$ cat src/rtl/lsu_mem_ctrl.sv
// Load/store access controller: aligns and issues one memory access at a time,
// holds the request until acknowledged and returns right-justified load data.
module lsu_mem_ctrl #(
  parameter int unsigned TIMEOUT_CYCLES = 64,
  parameter int unsigned CNT_W          = 7
) (
  input  logic        clk,
  input  logic        rst,
  input  logic        req_valid,
  input  logic        req_we,
  input  logic [2:0]  req_funct3,
  input  logic [31:0] req_addr,
  input  logic [31:0] req_wdata,
  output logic        stall,
  output logic        mem_req,
  output logic        mem_we,
  output logic [31:0] mem_addr,
  output logic [3:0]  mem_be,
  output logic [31:0] mem_wdata,
  input  logic        mem_ack,
  input  logic [31:0] mem_rdata,
  output logic        load_valid,
  output logic [31:0] load_data,
  output logic [2:0]  load_sel,
  output logic        misalign_err,
  output logic        bus_err,
  output logic [31:0] err_addr
);

  typedef enum logic [1:0] {StIdle, StWait, StDone} state_e;

  localparam bit             TimeoutEn = (TIMEOUT_CYCLES != 0);
  localparam logic [CNT_W-1:0] CntMax  = CNT_W'(TIMEOUT_CYCLES - 1);

  state_e             state_q, state_d;
  logic [31:0]        addr_q, addr_d;
  logic               we_q, we_d;
  logic [3:0]         be_q, be_d;
  logic [31:0]        wdata_q, wdata_d;
  logic [2:0]         sel_q, sel_d;
  logic [CNT_W-1:0]   cnt_q, cnt_d;
  logic [31:0]        load_data_q, load_data_d;
  logic               load_valid_q, load_valid_d;
  logic               misalign_q, misalign_d;
  logic               bus_err_q, bus_err_d;
  logic [31:0]        err_addr_q, err_addr_d;

  logic is_byte, is_half, misaligned;
  logic [3:0]  req_be;
  logic [31:0] req_wd;
  logic [2:0]  req_sel;

  // Illegal encodings fall through to word size, so they get word alignment rules.
  always_comb begin
    is_byte = 1'b0;
    is_half = 1'b0;
    if (req_we) begin
      is_byte = (req_funct3 == 3'b000);
      is_half = (req_funct3 == 3'b001);
    end else begin
      is_byte = (req_funct3 == 3'b000) || (req_funct3 == 3'b100);
      is_half = (req_funct3 == 3'b001) || (req_funct3 == 3'b101);
    end
    misaligned = (is_half && req_addr[0]) ||
                 (!is_byte && !is_half && (req_addr[1:0] != 2'b00));

    req_be = 4'b1111;
    req_wd = req_wdata;
    if (req_we && is_byte) begin
      req_be = 4'b0001 << req_addr[1:0];
      req_wd = {4{req_wdata[7:0]}};
    end else if (req_we && is_half) begin
      req_be = 4'b0011 << req_addr[1:0];
      req_wd = {2{req_wdata[15:0]}};
    end

    unique case (req_funct3)
      3'b000:  req_sel = 3'b000;
      3'b001:  req_sel = 3'b001;
      3'b100:  req_sel = 3'b011;
      3'b101:  req_sel = 3'b100;
      default: req_sel = 3'b010;
    endcase
  end

  always_comb begin
    state_d      = state_q;
    addr_d       = addr_q;
    we_d         = we_q;
    be_d         = be_q;
    wdata_d      = wdata_q;
    sel_d        = sel_q;
    cnt_d        = cnt_q;
    load_data_d  = load_data_q;
    load_valid_d = 1'b0;
    misalign_d   = 1'b0;
    bus_err_d    = 1'b0;
    err_addr_d   = err_addr_q;
    stall        = 1'b0;

    unique case (state_q)
      StIdle: begin
        if (req_valid) begin
          if (misaligned) begin
            misalign_d = 1'b1;
            err_addr_d = req_addr;
          end else begin
            stall   = 1'b1;
            addr_d  = req_addr;
            we_d    = req_we;
            be_d    = req_be;
            wdata_d = req_wd;
            sel_d   = req_sel;
            cnt_d   = '0;
            state_d = StWait;
          end
        end
      end
      StWait: begin
        stall = 1'b1;
        if (mem_ack) begin
          if (!we_q) load_data_d = mem_rdata >> {addr_q[1:0], 3'b000};
          load_valid_d = !we_q;
          state_d      = StDone;
        end else if (TimeoutEn && (cnt_q == CntMax)) begin
          bus_err_d  = 1'b1;
          err_addr_d = addr_q;
          state_d    = StDone;
        end else begin
          cnt_d = cnt_q + 1'b1;
        end
      end
      StDone:  state_d = StIdle;
      default: state_d = StIdle;
    endcase
  end

  always_ff @(posedge clk) begin
    if (rst) begin
      state_q      <= StIdle;
      addr_q       <= '0;
      we_q         <= 1'b0;
      be_q         <= '0;
      wdata_q      <= '0;
      sel_q        <= '0;
      cnt_q        <= '0;
      load_data_q  <= '0;
      load_valid_q <= 1'b0;
      misalign_q   <= 1'b0;
      bus_err_q    <= 1'b0;
      err_addr_q   <= '0;
    end else begin
      state_q      <= state_d;
      addr_q       <= addr_d;
      we_q         <= we_d;
      be_q         <= be_d;
      wdata_q      <= wdata_d;
      sel_q        <= sel_d;
      cnt_q        <= cnt_d;
      load_data_q  <= load_data_d;
      load_valid_q <= load_valid_d;
      misalign_q   <= misalign_d;
      bus_err_q    <= bus_err_d;
      err_addr_q   <= err_addr_d;
    end
  end

  assign mem_req      = (state_q == StWait);
  assign mem_we       = we_q;
  assign mem_addr     = {addr_q[31:2], 2'b00};
  assign mem_be       = be_q;
  assign mem_wdata    = wdata_q;
  assign load_valid   = load_valid_q;
  assign load_data    = load_data_q;
  assign load_sel     = sel_q;
  assign misalign_err = misalign_q;
  assign bus_err      = bus_err_q;
  assign err_addr     = err_addr_q;

endmodule

$ cat config.mk
export PLATFORM = sky130hd
export DESIGN_NAME = lsu_mem_ctrl
export DESIGN_NICKNAME = d
export VERILOG_FILES = /design/src/rtl/lsu_mem_ctrl.sv
export SDC_FILE = /design/constraint.sdc
export NUM_CORES = 1
export LEC_CHECK = 0
export CORE_MARGIN = 2
export CORE_UTILIZATION = 41
export DETAILED_ROUTE_END_ITERATION = 8
export PLACE_DENSITY = 0.77
export REMOVE_ABC_BUFFERS = 1
export SLEW_MARGIN = 20
export SYNTH_ARGS = -nofsm -noshare
export SYNTH_HDL_FRONTEND = slang
export SYNTH_SLANG_ARGS = --single-unit
$ cat constraint.sdc
create_clock -name clk -period 1.91 [get_ports clk]
set_clock_uncertainty 0.2 [all_clocks]
set_input_delay 0.2865 -clock clk [delete_from_list [all_inputs] [get_ports clk]]
set_output_delay 0.2865 -clock clk [all_outputs]
set_load 0.02 [all_outputs]
==> impl_metrics.json <==
{
  "maxCapViolations": 0,
  "final-setup-viol-count": 7,
  "cts_buffers": 17,
  "async_reset_ff_share_pct": 0,
  "dp_slack_ps": -740.1,
  "grt_pass1_wl_mm": 31.96,
  "maxSlewViolCount": 0,
  "finalHoldViolCount": 0,
  "htreeDepth": 4,
  "run_status": "finished with violations",
  "critPathKind": "flop to output port",
  "die_area_um2": 17570,
  "regArea_um2": 2968,
  "max_stage_delay_ps": 360,
  "antenna_found_initial": 2,
  "fin_setup_tns_ps": -83.92,
  "clk_path_buf_depth": 2,
  "synth_edf_count": 0,
  "met2_usage_pct": 35.38,
  "path_buf_inv": 1,
  "worstPathCellList": "nor3b_4, o221ai_4, nand2_1, buf_6",
  "insertion_delay_ps": 420,
  "tritoncts": "yes",
  "max_freq_mhz": 517.3,
  "synth_top_area_share_pct": 43.72,
  "synth_area_leaders": "dfxtp_1 44%, nand2_1 6.6%, mux2i_1 6.5%",
  "gr-total-overflow": 0,
  "drive_above_1_share_pct": 15.20,
  "rsz0062_at_grt": "true",
  "vias_per_cell": 5.306,
  "crit_fanout": 2,
  "drcViolationCount": 0,
  "grt_start_max_net_pins": 51,
  "final_cell_mix": "188 x clkdlybuf4s50_1, 146 x dfxtp_1, 118 x nand2_1",
  "final_common_cell": "clkdlybuf4s50_1",
  "violations": "setup timing",
  "cp-start-kind": "flop",
  "ys_seq_area_share_pct": 43.72,
  "ant_nets": 0,
  "gr-usage-met1_pct": 28.74,
  "use_met3_pct": 7.778,
  "synth-seq-cells": 148,
  "portBuffers": 242,
  "ios": 245,
  "syn_inst": 781,
  "slowest_stage": "dfxtp_4",
  "gp_congestion": 0.8212,
  "drt_pass1_iterations": 5,
  "cts.sink_count": 148,
  "root_buffer": "clkbuf_16",
  "num-fill-cells": 1371,
  "synth.avg_cell_area_um2": 8.677,
  "min_period_over_period_pct": 101.2,
  "power_density_nw_per_um2": 806.6,
  "slew_headroom_pct": 49.16,
  "ys_types": 50,
  "hpwl_mm": 13.99,
  "yosys_warnings": 0,
  "start_util_pct": 41.45,
  "finalPower_uw": 8557,
  "crit_family": "simple AND/OR/NAND/NOR gates",
  "final_util_pct": 64.89,
  "leakagePower_uw": 0.004465,
  "drt_iter0_markers": 334,
  "fin_crit_ps": 1933,
  "yosys_most_used_dff": "dfxtp_1",
  "cp.arrival_ps": 1450,
  "clk_pin_slew_ps": 60,
  "holdWs_ps": 35.71,
  "ir_drop_mv": 0.6293,
  "grt_busiest_layer": "met2",
  "wl_per_cell_um": 17.29,
  "grt_pass1_vias": 6162,
  "multi_input_area_um2": 3438,
  "min_path_type": "primary input to flop",
  "hold_buffers": 0,
  "core_um2": 16350,
  "nets": 1122,
  "crit_required_ps": 1420,
  "fp.dieH_um": 132.6,
  "setup_slack_ps": -22.97,
  "wl_mm": 21.57,
  "syn2layout_area_growth_pct": 56.55,
  "synth_area_leader_cell": "dfxtp_1",
  "syn_area_um2": 6776,
  "die_x_um": 132.6,
  "grt_use_total_pct": 22.52,
  "rows": 47,
  "vias": 6622,
  "tightestPinTransition_ps": 761.0,
  "cp-end-kind": "output port"
}
## path summary, 6_finish.rpt
check	to	start	slack [ps]	cells after the start
worst max-delay path	stall	state_q[0]	-20	4
worst min-delay path	load_valid	rst	40	2
worst max register to register	err_addr[14]	state_q[0]	-20	6
worst min register to register	load_data[1]	load_data[1]	250	2
## stage by stage
step,instance area (um^2),std cells
after global routing,10610,1248
after floorplan,6261,685
after detailed placement,9483,1202
final,10610,1248
after CTS,10100,1236
after global placement,9483,1202
## power breakdown
group	total (uW)	switching (uW)	internal, uW
registers	3390	113	3280
clock network	3260	1370	1880
logic	1910	981	927
## cell usage after synthesis (9+ instances only)
cell and number:
o211ai_1 17, a211oi_1 57, nor2_1 46, buf_4 34, nor2b_1 31, mux2i_1 44, a221oi_1 32, nand2_1 119
dfxtp_1 148, nor3_1 9, clkbuf_1 34, a21oi_1 64, inv_1 37, buf_2 22
## worst register-to-register path, stage by stage (launching register included)
cell and delay [ps]:
dfxtp_4 370, buf_12 120, nor4bb_4 270, nand2b_1 140, a21o_4 260, buf_12 170
a221oi_2 290
## per-layer routing
metal	share of wire, %	wire [um]	vias up
met5	0	0	-
met4	2.5	548	0
met3	8.3	1786	40
met2	47	10060	270
met1	43	9177	3129
li1	-	-	3183
## registers in the layout (all words and copies together), names as in the netlist
signal,count
addr_q,32
bus_err,1
cnt_q,7
err_addr,32
load_data,32
load_sel,3
load_valid,1
mem_be,4
mem_wdata,32
mem_we,1
misalign_err,1
state_q,2
## layout make-up
class / instances / area share [%]
flip-flops and latches: 148 / 27.98
well taps: 220 / 2.595
clock inverters: 13 / 1.179
multi-input cells: 500 / 32.41
inverters: 37 / 1.309
repair buffers: 309 / 30.22
diodes: 2 / 0.04718
clock buffers: 19 / 4.269
## cell families after synthesis
kind of cell / Yosys count / synth area share, %
XOR/XNOR: 3 / 0.3878
adder cells (fa/ha/maj): 5 / 0.9232
AND/OR/NAND/NOR: 234 / 16.08
other: 1 / 0.05534
AO/OA/AOI/OAI: 204 / 21.29
flip-flops: 148 / 43.72
multiplexers: 52 / 7.829
buffers and inverters: 134 / 9.712
## what timing repair did
action	4_1_cts	5_1_grt
pin swaps	2	20
resized for setup	28	91
setup buffers	1	6
gates cloned	1	5
setup endpoints to repair	97	139
Note: power is estimated with default switching activity, not from simulation.
